File: src/rtl/prog_rom_banked.sv
// Banked instruction store: registered fetch with a valid/ready handshake, runtime bank select and a load port.
// Optional feature macro: PROG_ROM_PARITY_EN adds a stored even-parity bit per word, checked on fetch.
module prog_rom_banked #(
   parameter int A      = 4,
   parameter int W_INST = 28,
   parameter int BANKS  = 2,
   parameter int BW     = (BANKS > 1) ? $clog2(BANKS) : 1
) (
   input  logic              refresh_clk,
   input  logic              rst_n_i,
   input  logic              fvalid_i,
   output logic              fready_o,
   input  logic [A-1:0]      addr_i,
   output logic [W_INST-1:0] data_o,
   output logic              valid_o,
   input  logic              ready_i,
   input  logic              bank_wr_i,
   input  logic [BW-1:0]     bank_i,
   output logic [BW-1:0]     bank_o,
   input  logic              ld_en_i,
   input  logic [BW-1:0]     ld_bank_i,
   input  logic [A-1:0]      ld_addr_i,
   input  logic [W_INST-1:0] ld_data_i,
   output logic              err_o
);

   localparam int DEPTH = 2**A;

   logic [W_INST-1:0] mem_q [BANKS][DEPTH];
   logic [W_INST-1:0] mem_d [BANKS][DEPTH];
`ifdef PROG_ROM_PARITY_EN
   logic              par_q [BANKS][DEPTH];
   logic              par_d [BANKS][DEPTH];
`endif
   logic [BW-1:0]     bank_q, bank_d;
   logic [W_INST-1:0] data_q, data_d;
   logic              valid_q, valid_d;
   logic              err_q, err_d;

   logic              accept_s;
   logic              ld_ok_s;
   logic              bank_ok_s;
   logic              hit_s;
   logic [W_INST-1:0] rd_word_s;
   logic              rd_err_s;

   function automatic logic [W_INST-1:0] rom_init(input int b, input int a);
      logic [27:0] w;
      w = 28'h0;
      if (b == 0) begin
         case (a)
            0:       w = 28'h14014EC;
            1:       w = 28'h3904060;
            2:       w = 28'h39560C0;
            3:       w = 28'h0840100;
            default: w = 28'h0;
         endcase
      end else if (b == 1) begin
         case (a)
            0:       w = 28'h640050C;
            1:       w = 28'hC009060;
            2:       w = 28'hC094090;
            3:       w = 28'h0840100;
            default: w = 28'h0;
         endcase
      end else begin
         w = 28'h0;
      end
      return W_INST'(w);
   endfunction

   function automatic logic even_par(input logic [W_INST-1:0] w);
      return ^w;
   endfunction

   assign fready_o = !valid_q | ready_i;
   assign data_o   = data_q;
   assign valid_o  = valid_q;
   assign bank_o   = bank_q;
   assign err_o    = err_q;

   // Handshake qualification, range guards and the write-first bypass select.
   always_comb begin
      accept_s  = fvalid_i & fready_o;
      ld_ok_s   = ld_en_i & (int'(ld_bank_i) < BANKS);
      bank_ok_s = bank_wr_i & (int'(bank_i) < BANKS);
      hit_s     = ld_ok_s & (ld_bank_i == bank_q) & (ld_addr_i == addr_i);
      rd_word_s = mem_q[bank_q][addr_i];
      rd_err_s  = 1'b0;
      if (hit_s) begin
         rd_word_s = ld_data_i;
      end else begin
         rd_word_s = mem_q[bank_q][addr_i];
      end
`ifdef PROG_ROM_PARITY_EN
      // A bypassed word carries freshly computed parity, so it can never flag.
      if (hit_s) begin
         rd_err_s = 1'b0;
      end else begin
         rd_err_s = even_par(rd_word_s) ^ par_q[bank_q][addr_i];
      end
`endif
   end

   // Next state for storage, bank select and the one-entry output register.
   always_comb begin
      mem_d   = mem_q;
`ifdef PROG_ROM_PARITY_EN
      par_d   = par_q;
`endif
      bank_d  = bank_q;
      data_d  = data_q;
      valid_d = valid_q;
      err_d   = err_q;
      if (ld_ok_s) begin
         mem_d[ld_bank_i][ld_addr_i] = ld_data_i;
`ifdef PROG_ROM_PARITY_EN
         par_d[ld_bank_i][ld_addr_i] = even_par(ld_data_i);
`endif
      end else begin
         mem_d = mem_q;
      end
      if (bank_ok_s) begin
         bank_d = bank_i;
      end else begin
         bank_d = bank_q;
      end
      if (accept_s) begin
         valid_d = 1'b1;
         data_d  = rd_word_s;
         err_d   = rd_err_s;
      end else if (ready_i) begin
         valid_d = 1'b0;
      end else begin
         valid_d = valid_q;
      end
   end

   // State registers; reset reloads the default program image.
   always_ff @(posedge refresh_clk) begin
      if (!rst_n_i) begin
         for (int b = 0; b < BANKS; b++) begin
            for (int a = 0; a < DEPTH; a++) begin
               mem_q[b][a] <= rom_init(b, a);
`ifdef PROG_ROM_PARITY_EN
               par_q[b][a] <= even_par(rom_init(b, a));
`endif
            end
         end
         bank_q  <= {BW{1'b0}};
         data_q  <= {W_INST{1'b0}};
         valid_q <= 1'b0;
         err_q   <= 1'b0;
      end else begin
         mem_q   <= mem_d;
`ifdef PROG_ROM_PARITY_EN
         par_q   <= par_d;
`endif
         bank_q  <= bank_d;
         data_q  <= data_d;
         valid_q <= valid_d;
         err_q   <= err_d;
      end
   end

endmodule

File: config.mk
export PLATFORM = sky130hd
export DESIGN_NAME = prog_rom_banked
export DESIGN_NICKNAME = d
export VERILOG_FILES = /design/src/rtl/prog_rom_banked.sv
export SDC_FILE = /design/constraint.sdc
export NUM_CORES = 2
export LEC_CHECK = 0
export CAP_MARGIN = 25
export CORE_MARGIN = 2
export CORE_UTILIZATION = 25
export DETAILED_ROUTE_END_ITERATION = 10
export GPL_TIMING_DRIVEN = 0
export PLACE_DENSITY_LB_ADDON = 0.2
export RECOVER_POWER = 25
export SYNTH_ARGS = -nofsm -noshare
export SYNTH_HDL_FRONTEND = slang
export SYNTH_SLANG_ARGS = --single-unit
File: constraint.sdc
create_clock -name refresh_clk -period 3.9 [get_ports refresh_clk]
set_input_delay 0.78 -clock refresh_clk [delete_from_list [all_inputs] [get_ports refresh_clk]]
set_output_delay 0.78 -clock refresh_clk [all_outputs]
set_load 0.005 [all_outputs]
**Yosys cells after proc, flatten, opt, wreduce, memory -nomap -nowiden**

Index checks and enable logic that the tools add are counted.
Widths: inputs -> output; s select.

- Register bits: 926
- Bits in latches: 0
- Memory bits (writable): 0
- Bits in read-only memories: 0
- Output and inout port bits: 32
- Memories: 0

- Add/sub/neg operators: 0
- Multiply operators: 0
- Div/mod/pow operators: 0
- Order comparisons: 6
- Equal/unequal tests: 2
- Shifts and indexed selects: 0
- Muxes and demuxes: 14
- Bitwise gates (word level): 8
- Reduce and logical (&&, ||, !) cells: 4

Operators by type and width:

| operator | number |
|---|---|
| $mux 448 | 4 |
| $bwmux 896 | 1 |
| $demux 448 s1 | 1 |
| $bmux 28 s4 | 1 |
| $demux 28 s4 | 1 |
| $mux 28 | 4 |
| $ge 5x5->1 const B | 2 |
| $not 4->5 | 2 |
| $lt 5x1->1 const B | 1 |
| $eq 4x4->1 | 1 |
| $ge 2x2->1 const B | 2 |
| $not 1->2 | 2 |
| $and 1x1->1 | 3 |
| $logic_and 1x1->1 | 2 |
| $lt 2x1->1 const B | 1 |
| $mux 1 | 2 |
| $reduce_bool 2->1 | 1 |
| $eq 1x1->1 | 1 |
| $logic_not 1->1 | 1 |
| $or 1x1->1 | 1 |

**Logic depth before layout (Yosys ltp)**

- Depth after elaboration: 8
- Mapped depth: 9

**Worst setup path after synthesis**

Ideal clock, no wire load.

- Path kind: in2reg
- Start: in addr_i[0]
- End: reg data_q[0] (netlist: data_o[0])
- Setup time: 0.120 ns
- Data arrival time: 2.272 ns
- Data required time: 3.780 ns
- Setup slack: 1.509 ns
- Cell stages on the path: 7
- Cells stage by stage: buf_6 -> buf_8 -> buf_6 -> mux4_1 -> a22oi_1 -> a21oi_1 -> a211o_1

- Longest elaborated chain between the ends: 5
- Elaborated cells between the ends (all ways): 7

RTL lines:

| item | line | text |
|---|---|---|
| start: declaration | 13 | `input logic [A-1:0] addr_i,` |
| $not 4->5 (not written as such) | 93 | `rd_word_s = mem_q[bank_q][addr_i];` |
| $bmux 28 s4 | 93 |  |
| $mux 28 (not written as such) (2 in series) | 93 |  |
| $mux 28 (*) | 90 | `if (hit_s) begin` |
| end signal: assignment | 151 | `data_q <= {W_INST{1'b0}};` |
| end signal: assignment | 160 | `data_q <= data_d;` |
| end: declaration | 36 | `logic [W_INST-1:0] data_q, data_d;` |

Mark *: on every way between the ends. The rest lies on a longest branch, timed or not. The select of a mux whose other input is x is not followed.
A chain may end at the register's enable or synchronous reset.

**Worst setup path after layout**

- Start: in rst_n_i
- End: reg mem_q[534] in the netlist's numbering

RTL lines:

| item | line | text |
|---|---|---|
| start: declaration | 10 | `input logic rst_n_i,` |
| end signal: indexed assignment | 144 | `mem_q[b][a] <= rom_init(b, a);` |
| end signal: assignment | 155 | `mem_q <= mem_d;` |
| end: declaration | 29 | `logic [W_INST-1:0] mem_q [BANKS][DEPTH];` |

No word-level cell between the ends.

==> impl_metrics.csv <==
group,metric,value,unit
sta,tightest_slew,1.37,ns
critical_path,critPathLaunchType,"input port",
layout,layout-drive-gt1-share,12.0,%
route,drc_errors,0,
clock_tree,cts_tree,"built",
route,wirelength,205000,um
logic_synthesis,ys_async_sr_fraction,0,%
sta,hold_viol,0,
route,num_vias,36060,
logic_synthesis,yosysSeqAreaShare,44.5,%
logic_synthesis,syn_area,41600,sq um
route,routedWlPerCell,28.9,um
critical_path,reg2reg_depth,8,
power_and_ir_drop,p_leak,15.9,nW
sta,fin_crit_sh,94.0,%
sta,fin_crit,3.67,ns
power_and_ir_drop,power_density,459,nW/um^2
floorplan,rows,149,
layout,nNetsFinal,4851,
route,firstDrtPassIters,5,
power_and_ir_drop,p_comb_share,7.9,%
power_and_ir_drop,vdd_drop_max,0.000366,V
placement,port_buffers,37,
sta,fin_skew,0.0409,ns
run,max-cap-violations,0,
global_route,first_global_vias,33695,
clock_tree,clk_path_buf_depth,3,
power_and_ir_drop,p_int,16.6,mW
sta,slew_headroom,8.46,%
route,drtIter0Drc,3849,
power_and_ir_drop,p_sw_share,25.9,%
floorplan,coreArea,165000,sq um
sta,rsz0062_at_grt,"no",
logic_synthesis,synth_edf_count,0,
route,ant_nets,0,
power_and_ir_drop,switching_power,5.80,mW
logic_synthesis,ys_seq_elements,926,
global_route,grt-ovfl-total,0,
hold_path,min_to,"mem_q[10]",
clock_tree,cts_resized,0,
global_route,grt_max_degree,15,
global_route,grt_first_pass_wirelength,279000,um
layout,stdcell_count,7094,
logic_synthesis,synth_cell_type_count,48,
clock_tree,hold_buffers,0,
placement,place_congestion,0.950,
layout,syn2layout_area_growth,17.1,%
critical_path,r2r_start,"bank_o",
clock_tree,root_buffer,"clkbuf_16",
sta,fin_ws,0.234,ns
critical_path,cp_max_fo,10,
route,avgViaCountPerCell,5.08,
clock_tree,clkLatencyLatePin,0.76,ns
placement,dp_slack,-0.170,ns
hold_path,hold_class,"in2reg",
logic_synthesis,ys.flop_type,"dfxtp_1",
floorplan,initial_utilization,25.2,%
logic_synthesis,synth_cells,4646,
floorplan,pin_count,76,
logic_synthesis,syn-num-nets,4690,
clock_tree,cts_setup_buffers,0,
hold_path,hold_depth,3,
placement,dp_cells,6884,
critical_path,critPathCaptureType,"flip-flop",
sta,final_max_slew_viol_count,0,
global_route,grt_util_all_layers,23.6,%
global_route,grt_antenna_before_repair,15,
floorplan,fp.dieW,412,um
clock_tree,cts.sinks,926,
sta,setup_violations,0,
placement,place_hpwl,156000,um
status,status,"completed",
critical_path,rrSetupSlack,0.40,ns
floorplan,die_h,412,um
floorplan,die_area,170000,sq um
clock_tree,path_clk_slew,0.06,ns
logic_synthesis,syn_avg_cell_area,8.96,sq um
critical_path,r2r-end,"data_o[18]",
sta,tns,0,ns
sta,fmaxAchievable,0.273,GHz
clock_tree,cts_max_level,3,
power_and_ir_drop,p_clk_share,49.2,%
logic_synthesis,yosysWarnings,0,
clock_tree,numCtsBuffers,109,
critical_path,crit_type,"in2reg",
hold_path,worstHoldStart,"ld_data_i[10]",
critical_path,cp.arrival,4.31,ns
power_and_ir_drop,p_seq_share,42.9,%
critical_path,crit_required,4.54,ns
[Yosys cell counts, types with 2 or more instances]
cell           instances  area, sq um
dfxtp_1              926        18500
a211oi_1               8         60.1
mux2i_1                9         90.1
nor2_1                27          101
nor3_4                 5         81.3
a21boi_0             778         5840
clkbuf_1             280         1050
nor3_2                 3         30.0
a311oi_1               6         52.6
nor2b_1               12         75.1
dlygate4sd1_1          2         17.5
xnor2_1                5         43.8
nand2b_1               6         37.5
buf_12                 4         80.1
buf_6                 12          135
buf_1                  7         26.3
nand3_2                2         20.0
a22oi_1               82          616
o21ai_0                9         45.0
nand2_1             1841         6910
mux4_2               197         4440
mux4_1                31          815
inv_1                  3         11.3
a21oi_1               27          135
buf_2                 95          475
a22o_1                14          123
and2_1                 5         31.3
mux4_4                 2         50.1
a21boi_1              67          503
mux2_2                 8         90.1
a211o_1               14          123
nand3_1               62          310
clkbuf_2              12         60.1
buf_4                 30          225
nor2_2                25          156
o221ai_1              14          123
nor3_1                 4         20.0
o2111ai_1              2         17.5
[registers in the layout (all words and copies together) (netlist names)]
| signal | cells |
|---|---|
| mem_q | 896 |
| valid_o | 1 |
| bank_o | 1 |
| data_o | 28 |
[cell type report]
cell class	count	area (sq um)
fill	17618	116000
multi-input combinational	3273	21000
sequential	926	18500
clock buffer	165	3350
tap	2189	2740
buffer	443	2080
timing repair buffer	50	588
clock inverter	33	450
antenna	11	27.5
inverter	4	15.0
[per-layer routing]
layer | vias up | wire (um) | global-route usage [%]
li1 | 16071 | - | -
met1 | 18117 | 88700 | 31.6
met2 | 1532 | 92400 | 37.7
met3 | 338 | 14900 | 3.78
met4 | 2 | 8930 | 9.74
met5 | - | 20 | 0
[metrics by stage]
step	util (%)	hold WS [ns]	total power, mW	area [sq um]
2_1_floorplan	-	0.431	10.6	41600
3_3_place_gp	27.1	0.439	11.5	44700
3_5_place_dp	27.2	0.447	11.6	45000
4_1_cts	29.5	0.308	22.4	48800
5_1_grt	29.5	0.365	22.9	48700
6_report	29.5	0.354	22.4	48800
[critical path: stages]
cell and delay, ns:
clkbuf_1 0.90, clkbuf_1 0.60, clkbuf_1 0.82, clkbuf_1 0.88
a21boi_0 0.26
[layout by cell type, fill, tap and decap left out, types with 9 or more instances in the layout]
cell	netlist	layout
nand2_1	1841	1841
dfxtp_1	926	926
a21boi_0	778	778
clkbuf_1	280	299
mux4_2	197	197
clkbuf_16	0	112
buf_2	95	94
a22oi_1	82	82
a21boi_1	67	67
nand3_1	62	62
clkbuf_8	0	35
nor2_1	27	31
mux4_1	31	31
buf_4	30	29
a21oi_1	27	27
nor2_2	25	21
dlygate4sd3_1	0	19
clkinv_2	0	18
clkdlybuf4s50_1	0	18
clkbuf_2	12	15
buf_6	12	14
o221ai_1	14	14
a22o_1	14	14
a211o_1	14	14
nor2b_1	12	12
diode_2	0	11
bufinv_16	0	10
o21ai_0	9	9
mux2i_1	9	9
[power groups by stage]
stage / clock [mW] / sequential (mW) / combinational (mW)
finish: 11.0 / 9.62 / 1.77
global route: 11.5 / 9.62 / 1.79
detailed placement: 0 / 9.82 / 1.74
global placement: 0 / 9.82 / 1.71
CTS: 11.1 / 9.61 / 1.74
floorplan: 0 / 9.79 / 0.860
[worst max-delay path by stage]
stage / to / cells past startpoint / start / slack, ns
global placement: data_o[19] / 7 / addr_i[2] / -0.50
CTS: data_o[18] / 8 / bank_o / 0.53
detailed placement: data_o[19] / 8 / addr_i[2] / -0.17
global route: mem_q[537] / 5 / rst_n_i / 0.36
finish: mem_q[534] / 5 / rst_n_i / 0.23
floorplan: data_o[0] / 7 / addr_i[0] / 1.51
[cell families after synthesis]
group / count (synthesis) / synth area share (%)
AOI/OAI and AO/OA: 1024 / 18.4
xor gates and xnor gates: 5 / 0.105
buffers and inverters: 447 / 5.05
DFF: 926 / 44.5
muxes: 247 / 13.2
other: 1 / 0.00901
and+or+nand+nor: 1996 / 18.7
No activity file was read; power rests on OpenSTA's default activity.
